--- config.mk ---
export PLATFORM = sky130hd
export DESIGN_NAME = board_display_scanner
export DESIGN_NICKNAME = d
export VERILOG_FILES = /design/src/rtl/minesweeper_pkg.sv /design/src/rtl/neighbour_counter.sv /design/src/rtl/board_display_scanner.sv
export SDC_FILE = /design/constraint.sdc
export NUM_CORES = 1
export LEC_CHECK = 0
export ABC_AREA = 1
export BUFFER_PORTS_ARGS = -buffer_cell sky130_fd_sc_hd__clkbuf_2
export CAP_MARGIN = 10
export CORE_MARGIN = 2
export CORE_UTILIZATION = 50
export CTS_CLUSTER_SIZE = 16
export DETAILED_ROUTE_END_ITERATION = 6
export GPL_TIMING_DRIVEN = 0
export PLACE_DENSITY_LB_ADDON = 0.15
export RECOVER_POWER = 50
export SLEW_MARGIN = 30
export SYNTH_ARGS = -nofsm -noshare
export SYNTH_HDL_FRONTEND = slang
export SYNTH_SLANG_ARGS = --single-unit
--- constraint.sdc ---
create_clock -name in_clka -period 27.4 [get_ports in_clka]
set_clock_uncertainty 0.2 [all_clocks]
set_input_delay 5.48 -clock in_clka [delete_from_list [all_inputs] [get_ports in_clka]]
set_output_delay 5.48 -clock in_clka [all_outputs]
set_load 0.01 [all_outputs]
--- src/rtl/minesweeper_pkg.sv ---
// Shared board constants, symbol codes and scanner state type for the
// minesweeper blocks (scanner, decode, ALU).
package minesweeper_pkg;

    localparam int unsigned ROWS  = 5;
    localparam int unsigned COLS  = 5;
    localparam int unsigned CELLS = ROWS * COLS;
    localparam int unsigned IDX_W = 5;

    localparam logic [IDX_W-1:0] LAST_IDX = IDX_W'(CELLS - 1);

    localparam logic [3:0] CODE_HIDDEN = 4'd9;
    localparam logic [3:0] CODE_MINE   = 4'd10;
    localparam logic [3:0] CODE_BOOM   = 4'd11;

    typedef enum logic [1:0] {
        IDLE,
        SCAN,
        DONE
    } scan_state_t;

    // Symbol for one cell: exploded mine, revealed mine, hidden, or count.
    function automatic logic [3:0] cell_code(
        input logic       mine,
        input logic       cleared,
        input logic       ended,
        input logic [3:0] count
    );
        if (mine && cleared) begin
            return CODE_BOOM;
        end else if (mine && ended) begin
            return CODE_MINE;
        end else if (!cleared) begin
            return CODE_HIDDEN;
        end
        return count;
    endfunction

    // True when the cell sits in the rightmost column.
    function automatic logic is_row_end(input logic [IDX_W-1:0] idx);
        return (32'(idx) % COLS) == (COLS - 1);
    endfunction

endpackage

--- src/rtl/neighbour_counter.sv ---
// Combinational count of mines among the in-bounds 8-neighbourhood of a cell.
module neighbour_counter
    import minesweeper_pkg::*;
(
    input  logic [CELLS-1:0] mines,
    input  logic [IDX_W-1:0] index,
    output logic [3:0]       count
);

    int row;
    int col;
    int nr;
    int nc;

    // Walk the 3x3 window around the cell, skipping the centre and off-board cells.
    always_comb begin
        count = '0;
        row   = int'(index) / int'(COLS);
        col   = int'(index) % int'(COLS);
        nr    = 0;
        nc    = 0;
        for (int unsigned k = 0; k < 9; k++) begin
            nr = row + int'(k / 3) - 1;
            nc = col + int'(k % 3) - 1;
            if (k != 4 && nr >= 0 && nr < int'(ROWS) && nc >= 0 && nc < int'(COLS)) begin
                count = count + 4'(mines[nr * int'(COLS) + nc]);
            end
        end
    end

endmodule

--- src/rtl/board_display_scanner.sv ---
// Captures the published board and streams one symbol code per cell over
// a valid/ready interface, then pulses done for the main FSM.
module board_display_scanner
    import minesweeper_pkg::*;
(
    input  logic             in_clka,
    input  logic             in_restart,
    input  logic             in_display,
    input  logic [CELLS-1:0] in_mines,
    input  logic [CELLS-1:0] in_cleared,
    input  logic             in_gameover,
    input  logic             in_win,
    input  logic             in_ready,
    output logic             out_cell_valid,
    output logic [IDX_W-1:0] out_cell_index,
    output logic [3:0]       out_cell_code,
    output logic             out_row_end,
    output logic             out_busy,
    output logic             out_display_done
);

    scan_state_t      state;
    logic [CELLS-1:0] mines_q;
    logic [CELLS-1:0] cleared_q;
    logic             gameover_q;
    logic             win_q;

    logic             valid_q;
    logic [IDX_W-1:0] index_q;
    logic [3:0]       code_q;
    logic             row_end_q;
    logic             busy_q;
    logic             done_q;

    logic [CELLS-1:0] src_mines;
    logic [CELLS-1:0] src_cleared;
    logic             src_ended;
    logic [IDX_W-1:0] next_idx;
    logic [3:0]       nb_count;
    logic [3:0]       next_code;
    logic             next_row_end;

    // The first beat is registered on the capture edge itself, so in IDLE the
    // code is computed straight from the live inputs; afterwards it comes from
    // the captured board for the index that follows the presented one.
    always_comb begin
        if (state == IDLE) begin
            src_mines   = in_mines;
            src_cleared = in_cleared;
            src_ended   = in_gameover | in_win;
            next_idx    = '0;
        end else begin
            src_mines   = mines_q;
            src_cleared = cleared_q;
            src_ended   = gameover_q | win_q;
            next_idx    = (index_q == LAST_IDX) ? index_q : index_q + 1'b1;
        end
    end

    neighbour_counter u_neighbour_counter (
        .mines (src_mines),
        .index (next_idx),
        .count (nb_count)
    );

    // Symbol and row marker for the beat that will be presented next.
    always_comb begin
        next_code    = cell_code(src_mines[next_idx], src_cleared[next_idx], src_ended, nb_count);
        next_row_end = is_row_end(next_idx);
    end

    // Scanner FSM: capture in IDLE, stream beats in SCAN, pulse done in DONE.
    always_ff @(posedge in_clka or posedge in_restart) begin
        if (in_restart) begin
            state      <= IDLE;
            mines_q    <= '0;
            cleared_q  <= '0;
            gameover_q <= 1'b0;
            win_q      <= 1'b0;
            valid_q    <= 1'b0;
            index_q    <= '0;
            code_q     <= '0;
            row_end_q  <= 1'b0;
            busy_q     <= 1'b0;
            done_q     <= 1'b0;
        end else begin
            case (state)
                IDLE: begin
                    done_q <= 1'b0;
                    if (in_display) begin
                        mines_q    <= in_mines;
                        cleared_q  <= in_cleared;
                        gameover_q <= in_gameover;
                        win_q      <= in_win;
                        index_q    <= next_idx;
                        code_q     <= next_code;
                        row_end_q  <= next_row_end;
                        valid_q    <= 1'b1;
                        busy_q     <= 1'b1;
                        state      <= SCAN;
                    end
                end
                SCAN: begin
                    if (in_ready) begin
                        if (index_q == LAST_IDX) begin
                            valid_q <= 1'b0;
                            done_q  <= 1'b1;
                            state   <= DONE;
                        end else begin
                            index_q   <= next_idx;
                            code_q    <= next_code;
                            row_end_q <= next_row_end;
                        end
                    end
                end
                DONE: begin
                    done_q    <= 1'b0;
                    busy_q    <= 1'b0;
                    index_q   <= '0;
                    code_q    <= '0;
                    row_end_q <= 1'b0;
                    state     <= IDLE;
                end
                default: begin
                    state <= IDLE;
                end
            endcase
        end
    end

    assign out_cell_valid   = valid_q;
    assign out_cell_index   = index_q;
    assign out_cell_code    = code_q;
    assign out_row_end      = row_end_q;
    assign out_busy         = busy_q;
    assign out_display_done = done_q;

endmodule

==> flow_metrics.env, run 1 <==
export IMPL_run_status="finished, violations left"
export IMPL_violations="max-capacitance violations, max-slew violations"
export IMPL_grt_usage_pct=25.8
export IMPL_crit_type="flip-flop to flip-flop"
export IMPL_crit_arrival_ps=11950
export IMPL_die_w_um=127
export IMPL_vias=7475
export IMPL_placedCellCount=1401
export IMPL_finalCriticalPeriod_ps=11930
export IMPL_cp_max_fo=13
export IMPL_wire_per_inst_um=14.0
export IMPL_wirelength_mm=19.9
export IMPL_grt_pass1_vias=6958
export IMPL_yosys_warnings=0
export IMPL_final_setup_tns_ps=0
export IMPL_yosys_register_bits=67
export IMPL_ys_types=56
export IMPL_numPortBuffers=68
export IMPL_fmax_ghz=0.0838
export IMPL_synth_edf_count=0
export IMPL_relSlewSlack_pct=-47.4
export IMPL_cts_resized_gates=0
export IMPL_die_h_um=127
export IMPL_antenna_cells=0
export IMPL_synth_cells=1148
export IMPL_instances_no_fill=1417
export IMPL_core_area_sq_mm=0.0146
export IMPL_synth_top_cell_area_share_pct=22.3
export IMPL_ios=69
export IMPL_nets=1344
export IMPL_antenna_found_initial=0
export IMPL_synthArstFlopShare_pct=100
export IMPL_postCtsHoldBufs=0
export IMPL_post_cts_buffers=0
export IMPL_cp_slowest_cell="buf_1"
export IMPL_drcViolationCount=0
export IMPL_grt_max_degree=42
export IMPL_finalCoreUtilization_pct=57.5
export IMPL_place_hpwl_mm=16.1
export IMPL_synth_most_common_cell="nand2_1"
export IMPL_slowest_delay_ps=610
export IMPL_syn_avg_cell_area_sq_um=6.56
export IMPL_viasPerCell=5.28
export IMPL_initial_utilization_pct=51.4
export IMPL_clk_transition_reported_paths_ps=60
export IMPL_synthTopCellsByArea="dfrtp_1 (22%), nand2_1 (16%), ha_1 (10%)"
export IMPL_timing_final_crit_share_pct=43.5
export IMPL_drv_slew=42
export IMPL_drive_above_1_share_pct=15.1
export IMPL_grt_setup_unrepaired="false"
export IMPL_mappedNetlistArea_sq_mm=0.00753
export IMPL_std_cell_rows=44
export IMPL_insertion_delay_ps=330
export IMPL_synth_area_leader_cell="dfrtp_1"
export IMPL_areaGrowthSynthToFinish_pct=11.7
export IMPL_synth_flop_cell="dfrtp_1"
export IMPL_grt_pass1_wl_mm=33.8
export IMPL_gr_total_overflow=0
export IMPL_cts_sinks=67
export IMPL_cts_tree="yes"
export IMPL_cts_inserted_buffers=9
export IMPL_max_cap_viol_count=1
export IMPL_first_iter_violations=553
export IMPL_cts_buffer_depth=2
export IMPL_ant_nets=0
export IMPL_setup_violations=0
export IMPL_syn_num_nets=1264
export IMPL_hp_class="flip-flop to flip-flop"
export IMPL_crit_path_end_kind="flip-flop"
export IMPL_cp_data_required_time_ps=27420
export IMPL_htree_levels=3
export IMPL_finalHoldViolCount=0
export IMPL_drt_pass1_iterations=6
export IMPL_worst_slew_pin_slew_ps=2210
export IMPL_start_kind="flip-flop"
export IMPL_gp_congestion=0.929
export IMPL_root_buffer="clkbuf_16"
export IMPL_synthTopCellsByCount="nand2_1 (320), inv_1 (149), o21ai_0 (116)"
export IMPL_ys_seq_area_share_pct=22.3
export IMPL_dieArea_sq_mm=0.0161
## placed cells by master (no fill, tap or decap), drive strengths merged, types with 3 or more instances in the layout
cell / instances
nor3: 7
nor2: 96
xor2: 21
o22ai: 6
dfrtp: 67
mux2i: 4
inv: 160
ha: 60
buf: 7
a211oi: 3
clkinvlp: 3
a31oi: 4
a21oi: 23
a21o: 8
xnor2: 13
o211ai: 9
or2: 16
o21bai: 3
nand3: 93
o21ai: 116
nand4: 20
nand2: 341
mux2: 25
and2: 3
clkbuf: 104
## state kept, by name, indices dropped and copies added (netlist names)
name / flops
out_display_done: 1
out_row_end: 1
mines_q: 25
gameover_q: 1
out_busy: 1
out_cell_index: 5
win_q: 1
out_cell_code: 4
state: 2
out_cell_valid: 1
cleared_q: 25
## cells by family (layout without fill, tap and decap cells)
family | count (synthesis) | in the layout | synth area share (%)
DFF | 67 | 67 | 22.3
buffers and inverters | 192 | 277 | 9.92
and+or+nand+nor | 578 | 578 | 35.2
muxes | 29 | 29 | 4.27
AOI/OAI and AO/OA | 188 | 188 | 14.2
xor gates and xnor gates | 34 | 34 | 4.20
adders and majority gates | 60 | 60 | 9.97
## worst paths after layout
check | end | slack, ps | from | depth (start not counted)
worst max-delay path | out_cell_code[1] | 15470 | out_cell_index[0] | 60
worst min-delay path | mines_q[10] | 280 | mines_q[10] | 2
worst max register to register | out_cell_code[1] | 15470 | out_cell_index[0] | 60
worst min register to register | mines_q[10] | 280 | mines_q[10] | 2
max in group asynchronous | out_row_end | 19280 | in_restart | 3
min in group asynchronous | mines_q[7] | 5160 | in_restart | 2
## critical path, delay by kind of cell (launching register included)
kind | cells | cell delay, ps
AO/OA/AOI/OAI | 3 | 500
XOR/XNOR | 1 | 380
adder cells (fa/ha/maj) | 14 | 3810
buffers and inverters | 13 | 2790
flip-flops | 1 | 480
AND/OR/NAND/NOR | 29 | 3550
## cell type report
type                    count  area, sq um
clock buffers              10          239
inverters                 160          604
flip-flops and latches     67         1680
repair buffers             69          342
plain buffers              32          144
multi-input cells         889         5110
clock inverters             6         71.3
well taps                 184          230
fillers                  1455         6230
## per-stage QoR
| step | setup WS (ps) | area [sq um] | hold slack (ps) |
|---|---|---|---|
| floorplan | 16840 | 7530 | 248 |
| global placement | 15710 | 8100 | 260 |
| detailed placement | 15570 | 8120 | 268 |
| CTS | 15520 | 8430 | 281 |
| global route | 14460 | 8410 | 307 |
| finish | 15470 | 8410 | 276 |
## per-layer routing
| metal | share of wire (%) | track usage, % | vias up |
|---|---|---|---|
| li1 | - | - | 3913 |
| met4 | 2.2 | 7.82 | 0 |
| met5 | 0 | 0 | - |
| met2 | 45 | 42.5 | 188 |
| met3 | 4.0 | 2.19 | 24 |
| met1 | 48 | 36.2 | 3350 |
Power of run 1 is not shown: default switching activity piles up to over one toggle a cycle in this logic, so the estimate is an artifact.
==> run 2: changes to the inputs <==
Clock period 27.4 ns to 10.75 ns, I/O delays scaled along.
==> run 2 against run 1 <==
The run still ends with max-capacitance violations, max-slew violations left. Non-clock buffer count grew 20. Critical path depth shrank 1. Register-to-register slack worse by 15000 ps.
==> flow_metrics.env, run 2 (synthesized netlist as in run 1, its figures left out) <==
export IMPL_dieArea_sq_mm=0.0161
export IMPL_worst_slack_ps=531
export IMPL_core_area_sq_mm=0.0146
export IMPL_run_status="finished, violations left"
export IMPL_wirelength_mm=20.3
export IMPL_die_h_um=127
export IMPL_finalCriticalPeriod_ps=10220
export IMPL_ios=69
export IMPL_root_buffer="clkbuf_16"
export IMPL_first_iter_violations=499
export IMPL_fmax_ghz=0.0979
export IMPL_vias=7573
export IMPL_crit_path_end_kind="flip-flop"
export IMPL_cp_slowest_cell="dfrtp_2"
export IMPL_setup_violations=0
export IMPL_grt_pass1_vias=6948
export IMPL_grt_pass1_wl_mm=33.7
export IMPL_finalHoldViolCount=0
export IMPL_gr_total_overflow=0
export IMPL_cp_data_required_time_ps=10770
export IMPL_crit_type="flip-flop to flip-flop"
export IMPL_layout_commonest_cell="nand2_1"
export IMPL_hp_class="flip-flop to flip-flop"
export IMPL_die_w_um=127
export IMPL_path_buf_inv=8
export IMPL_areaGrowthSynthToFinish_pct=16.1
export IMPL_gp_congestion=0.929
export IMPL_drt_pass1_iterations=5
export IMPL_timing_final_crit_share_pct=95.1
export IMPL_final_cell_area_sq_mm=0.00874
export IMPL_antenna_found_initial=0
export IMPL_clk_transition_reported_paths_ps=60
export IMPL_cts_inserted_buffers=9
export IMPL_dp_slack_ps=-1080
export IMPL_relSlewSlack_pct=-48.2
export IMPL_insertion_delay_ps=330
export IMPL_path_delay_family="adder cells"
export IMPL_place_hpwl_mm=16.1
export IMPL_start_kind="flip-flop"
export IMPL_mostFrequentLayoutCells="nand2_1 (316), inv_1 (145), o21ai_0 (115)"
export IMPL_drcViolationCount=0
export IMPL_nets=1364
export IMPL_numPortBuffers=68
export IMPL_drive_above_1_share_pct=18.5
export IMPL_crit_arrival_ps=10240
export IMPL_postCtsHoldBufs=0
export IMPL_whs_ps=276
export IMPL_ant_nets=0
export IMPL_n_fill_cell=1415
export IMPL_wire_per_inst_um=14.1
export IMPL_slowest_delay_ps=460
export IMPL_initial_utilization_pct=51.4
export IMPL_cp_max_fo=13
export IMPL_cts_tree="yes"
export IMPL_viasPerCell=5.27
export IMPL_grt_usage_pct=25.7
export IMPL_drv_slew=42
export IMPL_violations="max-capacitance violations, max-slew violations"
export IMPL_cts_sinks=67
export IMPL_max_cap_viol_count=1
export IMPL_grt_max_degree=42
export IMPL_worst_slew_pin_slew_ps=2220
export IMPL_antenna_cells=0
export IMPL_htree_levels=3
export IMPL_dpl_cell_area_sq_mm=0.00812
export IMPL_std_cell_rows=44
export IMPL_cts_buffer_depth=2
run 2: final cells by class:
class | count | area [sq um] | share of cell area, %
multi-input combinational | 889 | 5240 | 59.9
buffer | 31 | 176 | 2.02
clock inverter | 6 | 71.3 | 0.816
sequential | 67 | 1680 | 19.2
timing repair buffer | 90 | 499 | 5.71
inverter | 160 | 609 | 6.97
clock buffer | 10 | 239 | 2.73
tap | 184 | 230 | 2.63
run 2: repair_timing:
action,4_1_cts,5_1_grt
resized for setup,8,37
setup endpoints to repair,4,4
pin swaps,0,12
setup buffers,0,21
run 2: stage by stage:
step           setup TNS (ps)  util (%)  instances
6_report                    0      59.7       1437
5_1_grt                 -47.4      59.7       1437
4_1_cts                     0      57.7       1416
3_5_place_dp            -3790      55.5       1401
3_3_place_gp            -3250      55.3       1400
2_1_floorplan               0         -       1148
run 2: final timing paths:
check / start / to / slack [ps] / depth (start not counted)
max: out_cell_index[0] / out_cell_code[1] / 530 / 59
min: mines_q[10] / mines_q[10] / 280 / 2
max reg2reg: out_cell_index[0] / out_cell_code[1] / 530 / 59
min reg2reg: mines_q[10] / mines_q[10] / 280 / 2
max in group asynchronous: in_restart / out_cell_index[0] / 5780 / 3
min in group asynchronous: in_restart / mines_q[7] / 1830 / 2
run 2: tightest hold or removal path: cells and delay by family, from the launching register on:
family	cells	cell delay, ps
flip-flops	1	330
AND/OR/NAND/NOR	1	50
AO/OA/AOI/OAI	1	60
run 2: per-layer routing:
metal / share of wire (%) / GRT usage [%] / up-vias
li1: - / - / 3945
met1: 48 / 36.2 / 3423
met2: 46 / 42.5 / 183
met3: 4.1 / 2.11 / 22
met4: 1.9 / 7.37 / 0
met5: 0 / 0 / -
Power of run 2 is left out for the same reason.
==> run 3: changes to the inputs <==
Clock period 10.75 ns to 11.8 ns, I/O delays scaled along.
==> run 3 against run 2 <==
The flow still finishes with violations (max-capacitance violations, max-slew violations). Die area did not move. Register-to-register slack better by 480 ps. Clock-buffer cell count did not move. Maximum frequency fell by 5.3%. Critical path type unchanged.
==> flow_metrics.env, run 3 (synthesized netlist as in run 1, its figures left out) <==
export IMPL_run_status="finished, violations left"
export IMPL_violations="max-capacitance violations, max-slew violations"
export IMPL_gr_total_overflow=0
export IMPL_finalHoldViolCount=0
export IMPL_postCtsHoldBufs=0
export IMPL_min_from="mines_q[10]"
export IMPL_dieArea_sq_mm=0.0161
export IMPL_layout_commonest_cell="nand2_1"
export IMPL_root_buffer="clkbuf_16"
export IMPL_path_common_cell="nand2_1"
export IMPL_post_cts_buffers=0
export IMPL_slowest_delay_ps=480
export IMPL_critPathLaunch="out_cell_index[0]"
export IMPL_viasPerCell=5.28
export IMPL_worst_slack_ps=1010
export IMPL_cts_resized_gates=1
export IMPL_worst_slew_pin_slew_ps=2240
export IMPL_vias=7473
export IMPL_cp_max_fo=19
export IMPL_dp_slack_ps=-26.7
export IMPL_drt_pass1_iterations=5
export IMPL_antenna_found_initial=0
export IMPL_place_hpwl_mm=16.1
export IMPL_drcViolationCount=0
export IMPL_htree_levels=3
export IMPL_relSlewSlack_pct=-49.0
export IMPL_wire_per_inst_um=14.0
export IMPL_cts_buffer_depth=2
export IMPL_wirelength_mm=19.8
export IMPL_clk_transition_reported_paths_ps=60
export IMPL_areaGrowthSynthToFinish_pct=11.9
export IMPL_antenna_cells=0
export IMPL_timing_final_crit_share_pct=91.5
export IMPL_mostFrequentLayoutCells="nand2_1 (320), inv_1 (148), o21ai_0 (116)"
export IMPL_holdPathStages=2
export IMPL_nets=1343
export IMPL_finalCriticalPeriod_ps=10790
export IMPL_cp_slowest_cell="dfrtp_1"
export IMPL_ios=69
export IMPL_die_h_um=127
export IMPL_grt_setup_unrepaired="false"
export IMPL_max_cap_viol_count=1
export IMPL_hp_class="flip-flop to flip-flop"
export IMPL_grt_usage_pct=25.8
export IMPL_numPortBuffers=68
export IMPL_cts_tree="yes"
export IMPL_drive_above_1_share_pct=15.5
export IMPL_cts_inserted_buffers=9
export IMPL_grt_max_degree=42
export IMPL_grt_pass1_wl_mm=33.8
export IMPL_first_iter_violations=502
export IMPL_cp_data_required_time_ps=11820
export IMPL_gp_congestion=0.929
export IMPL_ant_nets=0
export IMPL_grt_pass1_vias=6958
export IMPL_initial_utilization_pct=51.4
export IMPL_cts_sinks=67
export IMPL_crit_path_end_kind="flip-flop"
export IMPL_core_area_sq_mm=0.0146
export IMPL_drv_slew=42
export IMPL_crit_type="flip-flop to flip-flop"
export IMPL_die_w_um=127
export IMPL_r2r_start="out_cell_index[0]"
export IMPL_crit_arrival_ps=10810
export IMPL_std_cell_rows=44
export IMPL_insertion_delay_ps=330
export IMPL_setup_violations=0
export IMPL_start_kind="flip-flop"
export IMPL_fmax_ghz=0.0927
export IMPL_n_fill_cell=1457
export IMPL_worstRegToRegCells=59
run 3: cell count changes in the layout (fill, tap and decap cells not counted), moves of 2 or more:
cell	previous run	this run
nand2_4	7	5
nand2_2	18	16
buf_4	23	2
xor2_1	17	19
inv_4	3	1
nor3_1	4	6
dfrtp_2	2	0
ha_4	4	0
nand2_1	316	320
nor3_2	3	1
buf_12	2	0
dfrtp_1	65	67
inv_1	145	148
ha_1	54	59
run 3: final timing paths:
path	slack (ps)	endpoint
worst min register to register	280	mines_q[10]
worst max-delay path	1010	out_cell_code[1]
max in group asynchronous	6770	out_row_end
worst min-delay path	280	mines_q[10]
min in group asynchronous	2040	mines_q[7]
worst max register to register	1010	out_cell_code[1]
run 3: routing by layer:
layer	part of all wire, %	GRT usage (%)
met3	3.9	2.19
met5	0	0
met1	49	36.2
met4	2.1	7.82
met2	45	42.5
run 3: final cells by class:
type	instances	area [sq um]	area share, %
plain buffers	31	146	1.74
clock inverters	6	71.3	0.846
repair buffers	69	342	4.05
inverters	160	604	7.17
flip-flops and latches	67	1680	19.9
multi-input cells	889	5120	60.7
well taps	184	230	2.73
clock buffers	10	239	2.84
run 3: per-stage QoR:
step / setup TNS (ps) / utilization (%) / instances / hold slack, ps / cell area, sq um
4_1_cts: 0 / 57.6 / 1417 / 281 / 8430
3_3_place_gp: 0 / 55.3 / 1400 / 260 / 8100
2_1_floorplan: 0 / - / 1148 / 248 / 7530
6_report: 0 / 57.5 / 1416 / 276 / 8430
5_1_grt: 0 / 57.5 / 1416 / 307 / 8430
3_5_place_dp: -26.7 / 55.5 / 1401 / 268 / 8120
run 3: worst max-delay path: cells and delay by family (launching register included):
kind | cells | cell delay, ps
buf+inv | 12 | 1850
flops | 1 | 480
xor+xnor | 1 | 270
simple gates | 29 | 3580
fa+ha+maj | 14 | 3720
compound gates | 3 | 520
Power of run 3 is left out for the same reason.
